===== src/rtl/uart_tx_fifo.sv =====
// UART transmitter with a circular transmit FIFO and valid/ready push handshake.
// Optional parity bit is compiled in with `define UART_TX_PARITY_EN.
module uart_tx_fifo #(
    parameter int unsigned CLK_HZ     = 50250000,
    parameter int unsigned BAUD       = 115200,
    parameter int unsigned DATA_BITS  = 8,
    parameter int unsigned STOP_BITS  = 1,
    parameter int unsigned FIFO_DEPTH = 16
`ifdef UART_TX_PARITY_EN
    ,
    parameter bit          PARITY_ODD = 1'b0
`endif
) (
    input  logic                            clk,
    input  logic                            rst_n,
    input  logic                            data_val_i,
    input  logic [DATA_BITS-1:0]            data_in,
    output logic                            data_rdy_o,
    output logic                            tx,
    output logic                            busy_o,
    output logic [$clog2(FIFO_DEPTH):0]     fifo_level_o
);

    localparam int unsigned BAUD_DIV = CLK_HZ / BAUD;
    localparam int unsigned AW       = $clog2(FIFO_DEPTH);
    localparam int unsigned LW       = AW + 1;

    localparam logic [15:0]   DivLast  = 16'(BAUD_DIV - 1);
    localparam logic [3:0]    DataLast = 4'(DATA_BITS - 1);
    localparam logic [3:0]    StopLast = 4'(STOP_BITS - 1);
    localparam logic [LW-1:0] LvlFull  = LW'(FIFO_DEPTH);

    typedef enum logic [2:0] {
        StIdle,
        StStart,
        StData,
        StStop
`ifdef UART_TX_PARITY_EN
        ,
        StParity
`endif
    } state_e;

    state_e                 state_q, state_d;
    logic [15:0]            baud_q, baud_d;
    logic [3:0]             bit_q, bit_d;
    logic [DATA_BITS-1:0]   shift_q, shift_d;
    logic                   tx_q, tx_d;
    logic [DATA_BITS-1:0]   mem_q [FIFO_DEPTH];
    logic [AW-1:0]          wr_ptr_q, rd_ptr_q;
    logic [LW-1:0]          level_q, level_d;
`ifdef UART_TX_PARITY_EN
    logic                   par_q, par_d;
`endif

    logic push, pop, empty, tick;

    assign empty        = (level_q == '0);
    assign tick         = (baud_q == DivLast);
    assign push         = data_val_i && data_rdy_o;
    assign data_rdy_o   = (level_q != LvlFull);
    assign tx           = tx_q;
    assign busy_o       = (state_q != StIdle) || !empty;
    assign fifo_level_o = level_q;

    always_comb begin
        state_d = state_q;
        baud_d  = baud_q;
        bit_d   = bit_q;
        shift_d = shift_q;
        tx_d    = tx_q;
        pop     = 1'b0;
`ifdef UART_TX_PARITY_EN
        par_d   = par_q;
`endif
        if (state_q != StIdle) begin
            baud_d = tick ? '0 : baud_q + 16'd1;
        end

        unique case (state_q)
            StIdle: begin
                tx_d   = 1'b1;
                baud_d = '0;
                if (!empty) begin
                    pop     = 1'b1;
                    tx_d    = 1'b0;
                    state_d = StStart;
                end
            end
            StStart: begin
                if (tick) begin
                    tx_d    = shift_q[0];
                    bit_d   = '0;
                    state_d = StData;
                end
            end
            StData: begin
                if (tick) begin
                    if (bit_q == DataLast) begin
`ifdef UART_TX_PARITY_EN
                        tx_d    = par_q;
                        state_d = StParity;
`else
                        tx_d    = 1'b1;
                        bit_d   = '0;
                        state_d = StStop;
`endif
                    end else begin
                        shift_d = shift_q >> 1;
                        tx_d    = shift_q[1];
                        bit_d   = bit_q + 4'd1;
                    end
                end
            end
`ifdef UART_TX_PARITY_EN
            StParity: begin
                if (tick) begin
                    tx_d    = 1'b1;
                    bit_d   = '0;
                    state_d = StStop;
                end
            end
`endif
            StStop: begin
                if (tick) begin
                    if (bit_q == StopLast) begin
                        // Chain straight into the next start bit when more data waits.
                        if (!empty) begin
                            pop     = 1'b1;
                            tx_d    = 1'b0;
                            state_d = StStart;
                        end else begin
                            state_d = StIdle;
                        end
                    end else begin
                        bit_d = bit_q + 4'd1;
                    end
                end
            end
            default: state_d = StIdle;
        endcase

        if (pop) begin
            shift_d = mem_q[rd_ptr_q];
`ifdef UART_TX_PARITY_EN
            par_d   = (^mem_q[rd_ptr_q]) ^ PARITY_ODD;
`endif
        end
    end

    always_comb begin
        level_d = level_q;
        if (push && !pop) begin
            level_d = level_q + LW'(1);
        end else if (pop && !push) begin
            level_d = level_q - LW'(1);
        end
    end

    always_ff @(posedge clk or negedge rst_n) begin
        if (!rst_n) begin
            state_q  <= StIdle;
            baud_q   <= '0;
            bit_q    <= '0;
            shift_q  <= '0;
            tx_q     <= 1'b1;
            wr_ptr_q <= '0;
            rd_ptr_q <= '0;
            level_q  <= '0;
`ifdef UART_TX_PARITY_EN
            par_q    <= 1'b0;
`endif
        end else begin
            state_q  <= state_d;
            baud_q   <= baud_d;
            bit_q    <= bit_d;
            shift_q  <= shift_d;
            tx_q     <= tx_d;
            level_q  <= level_d;
`ifdef UART_TX_PARITY_EN
            par_q    <= par_d;
`endif
            if (push) wr_ptr_q <= wr_ptr_q + AW'(1);
            if (pop)  rd_ptr_q <= rd_ptr_q + AW'(1);
        end
    end

    // Storage needs no reset; occupancy is tracked by the pointers and level.
    always_ff @(posedge clk) begin
        if (push) begin
            mem_q[wr_ptr_q] <= data_in;
        end
    end

endmodule


===== config.mk =====
export PLATFORM = sky130hd
export DESIGN_NAME = uart_tx_fifo
export DESIGN_NICKNAME = d
export VERILOG_FILES = /design/src/rtl/uart_tx_fifo.sv
export SDC_FILE = /design/constraint.sdc
export NUM_CORES = 1
export LEC_CHECK = 0
export BUFFER_PORTS_ARGS = -buffer_cell sky130_fd_sc_hd__buf_2
export CORE_UTILIZATION = 39
export DETAILED_ROUTE_END_ITERATION = 6
export HOLD_SLACK_MARGIN = 0.06
export PLACE_DENSITY = 0.62
export SYNTH_ARGS = -nofsm -noshare
export SYNTH_HDL_FRONTEND = slang
export SYNTH_SLANG_ARGS = --single-unit

===== constraint.sdc =====
create_clock -name clk -period 2.7 [get_ports clk]
set_input_delay 0.27 -clock clk [delete_from_list [all_inputs] [get_ports clk]]
set_output_delay 0.27 -clock clk [all_outputs]
set_load 0.05 [all_outputs]

==> flow_metrics.env <==
export IMPL_crit_buf_inv=2
export IMPL_portBuffers=18
export IMPL_diodes=0
export IMPL_cp_depth=12
export IMPL_instances_no_fill=772
export IMPL_max_stage_delay_ns=0.56
export IMPL_finalMaxSlewViolations=0
export IMPL_synth_seq_cells=172
export IMPL_yosysWarnings=0
export IMPL_antenna_left=0
export IMPL_cts_num_sinks=172
export IMPL_setup_violations_final=1
export IMPL_tritoncts="built"
export IMPL_die_area_um2=19510
export IMPL_synth_common_cells="edfxtp_1 (128), dfrtp_1 (43), nor2_1 (38)"
export IMPL_via_count=4046
export IMPL_arrival_ns=3.12
export IMPL_drt_met1_wl_mm=6.241
export IMPL_drt_iter0_drc=283
export IMPL_syn_nets=494
export IMPL_skew_ns=0.02015
export IMPL_drive_gt1_share_pct=28.36
export IMPL_initial_core_util_pct=40.47
export IMPL_async_flop_share_pct=25.58
export IMPL_worstSetupEndpointType="register"
export IMPL_peakVddDrop_v=0.0005658
export IMPL_wl_met3_um=426
export IMPL_synth_top_area_share_pct=51.99
export IMPL_hold_depth=1
export IMPL_multi_input_area_um2=2356
export IMPL_nets=560
export IMPL_crit_family="simple AND/OR/NAND/NOR gates"
export IMPL_root_buffer="clkbuf_16"
export IMPL_cp_slowest_cell="or4_4"
export IMPL_p_per_area_nw_per_um2=762.3
export IMPL_cp_data_required_time_ns=3.04
export IMPL_r2r_cells=12
export IMPL_outcome="finished with violations"
export IMPL_path_cells="or4_4 > o2111ai_4 > o32ai_4 > inv_2 > ha_4 > inv_4 > ha_4 > nor2b_1 > o21a_1 > or3_1 > a21oi_2 > xor2_1"
export IMPL_path_max_fanout=4
export IMPL_io_pins=19
export IMPL_n_fill_cell=1573
export IMPL_fin_crit_sh_pct=102.9
export IMPL_htree_levels=4
export IMPL_synth_edf_count=128
export IMPL_avgSynthCellArea_um2=15.93
export IMPL_globalRouteOverflowTotal=0
export IMPL_place_hpwl_mm=9.415
export IMPL_clock_path_buffers=2
export IMPL_finalWirelength_mm=13.91
export IMPL_power_leakage_nw=3.103
export IMPL_hp_class="input pin to register"
export IMPL_grt_usage_pct=15.75
export IMPL_syn_area_um2=7393
export IMPL_dr_wl_met2_mm=7.043
export IMPL_drc=0
export IMPL_finalPower_mw=6.630
export IMPL_grt_pass1_vias=4299
export IMPL_fin_crit_ns=2.780
export IMPL_grt_setup_unrepaired="true"
export IMPL_wl_per_cell_um=18.02
export IMPL_worst_pin_slew_ns=0.9278
export IMPL_finalHoldViolations=0
export IMPL_die_w_um=139.7
export IMPL_crit_path_frequent_cell="ha_4"
export IMPL_vias_per_cell=5.241
export IMPL_cts_buffers=17
export IMPL_max_slew_margin_pct=37.92
export IMPL_ys_seq_area_share_pct=66.90
export IMPL_yosysMostFrequentCell="edfxtp_1"
export IMPL_synthesis_instances=464
export IMPL_clk_pin_slew_ns=0.07
export IMPL_clock_latency_ns=0.43
export IMPL_grt_pass1_wl_mm=22.88
export IMPL_grt_max_degree=34
export IMPL_gp_congestion=0.8307
export IMPL_dp_cells=737
export IMPL_areaGrowthSynthToFinish_pct=17.65
export IMPL_post_dp_cell_area_um2=8089
export IMPL_max_cap_viol_count=0
export IMPL_maxUsedRoutingLayer="met4"
export IMPL_dpl_worst_slack_ns=-0.1173
export IMPL_antenna_found_initial=0
export IMPL_drt_pass1_iter_count=4
export IMPL_violations="setup timing"
export IMPL_synth_top_area_cell="edfxtp_1"
export IMPL_startpoint_type="register"
export IMPL_synth_ff_type="edfxtp_1"
export IMPL_regArea_um2=4950
export IMPL_design_area_um2=8698
export IMPL_yosys_cell_types_count=54
export IMPL_core_um2=18270
export IMPL_yosys_top_cells_area="edfxtp_1 (52%), dfrtp_1 (15%), mux4_2 (10%)"
export IMPL_max_freq_ghz=0.3598
export IMPL_worstSetupPathType="register to register"
export IMPL_die_h_um=139.7
export IMPL_rows=49
export IMPL_setup_tns_ns=-0.07965
export IMPL_setup_slack_ns=-0.07965
[cell families (layout without fill, tap and decap cells)]
family          after synthesis  count (layout)  synth area share [%]
compound gates               49              49                 4.671
xor+xnor                     23              23                 2.725
fa+ha+maj                    19              19                 3.317
buf+inv                      33             112                 2.081
flops                       172             172                 66.90
mux                          50              50                 12.49
simple gates                118             118                 7.819
[registers in the layout (all words and copies together) (netlist names)]
register,count
rd_ptr_q,4
fifo_level_o,5
state_q,2
tx,1
bit_q,4
baud_q,16
wr_ptr_q,4
mem_q,128
shift_q,8
[worst register-to-register path: stages, from the launching register on]
cell	delay (ns)
dfrtp_2	0.40
or4_4	0.56
o2111ai_4	0.22
o32ai_4	0.12
inv_2	0.09
ha_4	0.14
inv_4	0.05
ha_4	0.21
nor2b_1	0.12
o21a_1	0.17
or3_1	0.36
a21oi_2	0.14
xor2_1	0.14
[final cells by class]
type	instances	area share, %
inverter	15	0.6761
tap	229	3.294
multi-input combinational	259	27.09
clock inverter	15	1.741
sequential	172	56.90
clock buffer	17	4.891
timing repair buffer	65	5.409
[repair_timing]
action,CTS,global route
setup endpoints to repair,1,1
pin swaps,2,1
setup buffers,1,1
gates cloned,0,0
hold buffers,1,0
hold endpoints to repair,31,0
gates resized for setup,1,2
[routing by layer]
metal / GRT usage, % / vias up
met5: 0 / -
met1: 19.79 / 2067
met4: 6.420 / 0
li1: - / 1898
met3: 3.613 / 17
met2: 26.32 / 64
[placed cells by master, fill, tap and decap left out, drive strengths merged, types with 5 or more instances in the layout]
master,count
buf,64
edfxtp,128
ha,18
a21oi,8
dfrtp,43
o21ai,16
mux4,33
clkbuf,17
nand2,31
xor2,11
mux2,5
xnor2,12
mux2i,12
nor2,40
nand2b,8
nor3,7
o22ai,10
inv,22
nand4,6
[where the power goes]
part           internal [mW]  switching, mW  total, mW
Combinational          0.371          0.646       1.02
Sequential              3.12          0.127       3.24
Clock                   1.30           1.07       2.37
[stage by stage]
step | hold WS, ns | utilization, %
after floorplan | -0.02559 | -
after global placement | 0.3871 | 44.27
after detailed placement | 0.4047 | 44.27
after CTS | 0.2062 | 47.54
after global routing | 0.2133 | 47.61
final | 0.2187 | 47.61
[final timing paths]
check                                 from              end  slack (ns)
max                        fifo_level_o[0]  fifo_level_o[4]       -0.08
min                             data_in[6]      mem_q[0][6]        0.22
max reg2reg                fifo_level_o[0]  fifo_level_o[4]       -0.08
min reg2reg                      baud_q[0]        baud_q[0]        0.45
max in group asynchronous            rst_n         bit_q[2]        1.55
min in group asynchronous            rst_n      wr_ptr_q[1]        0.47
(Power assumes the default switching activity.)
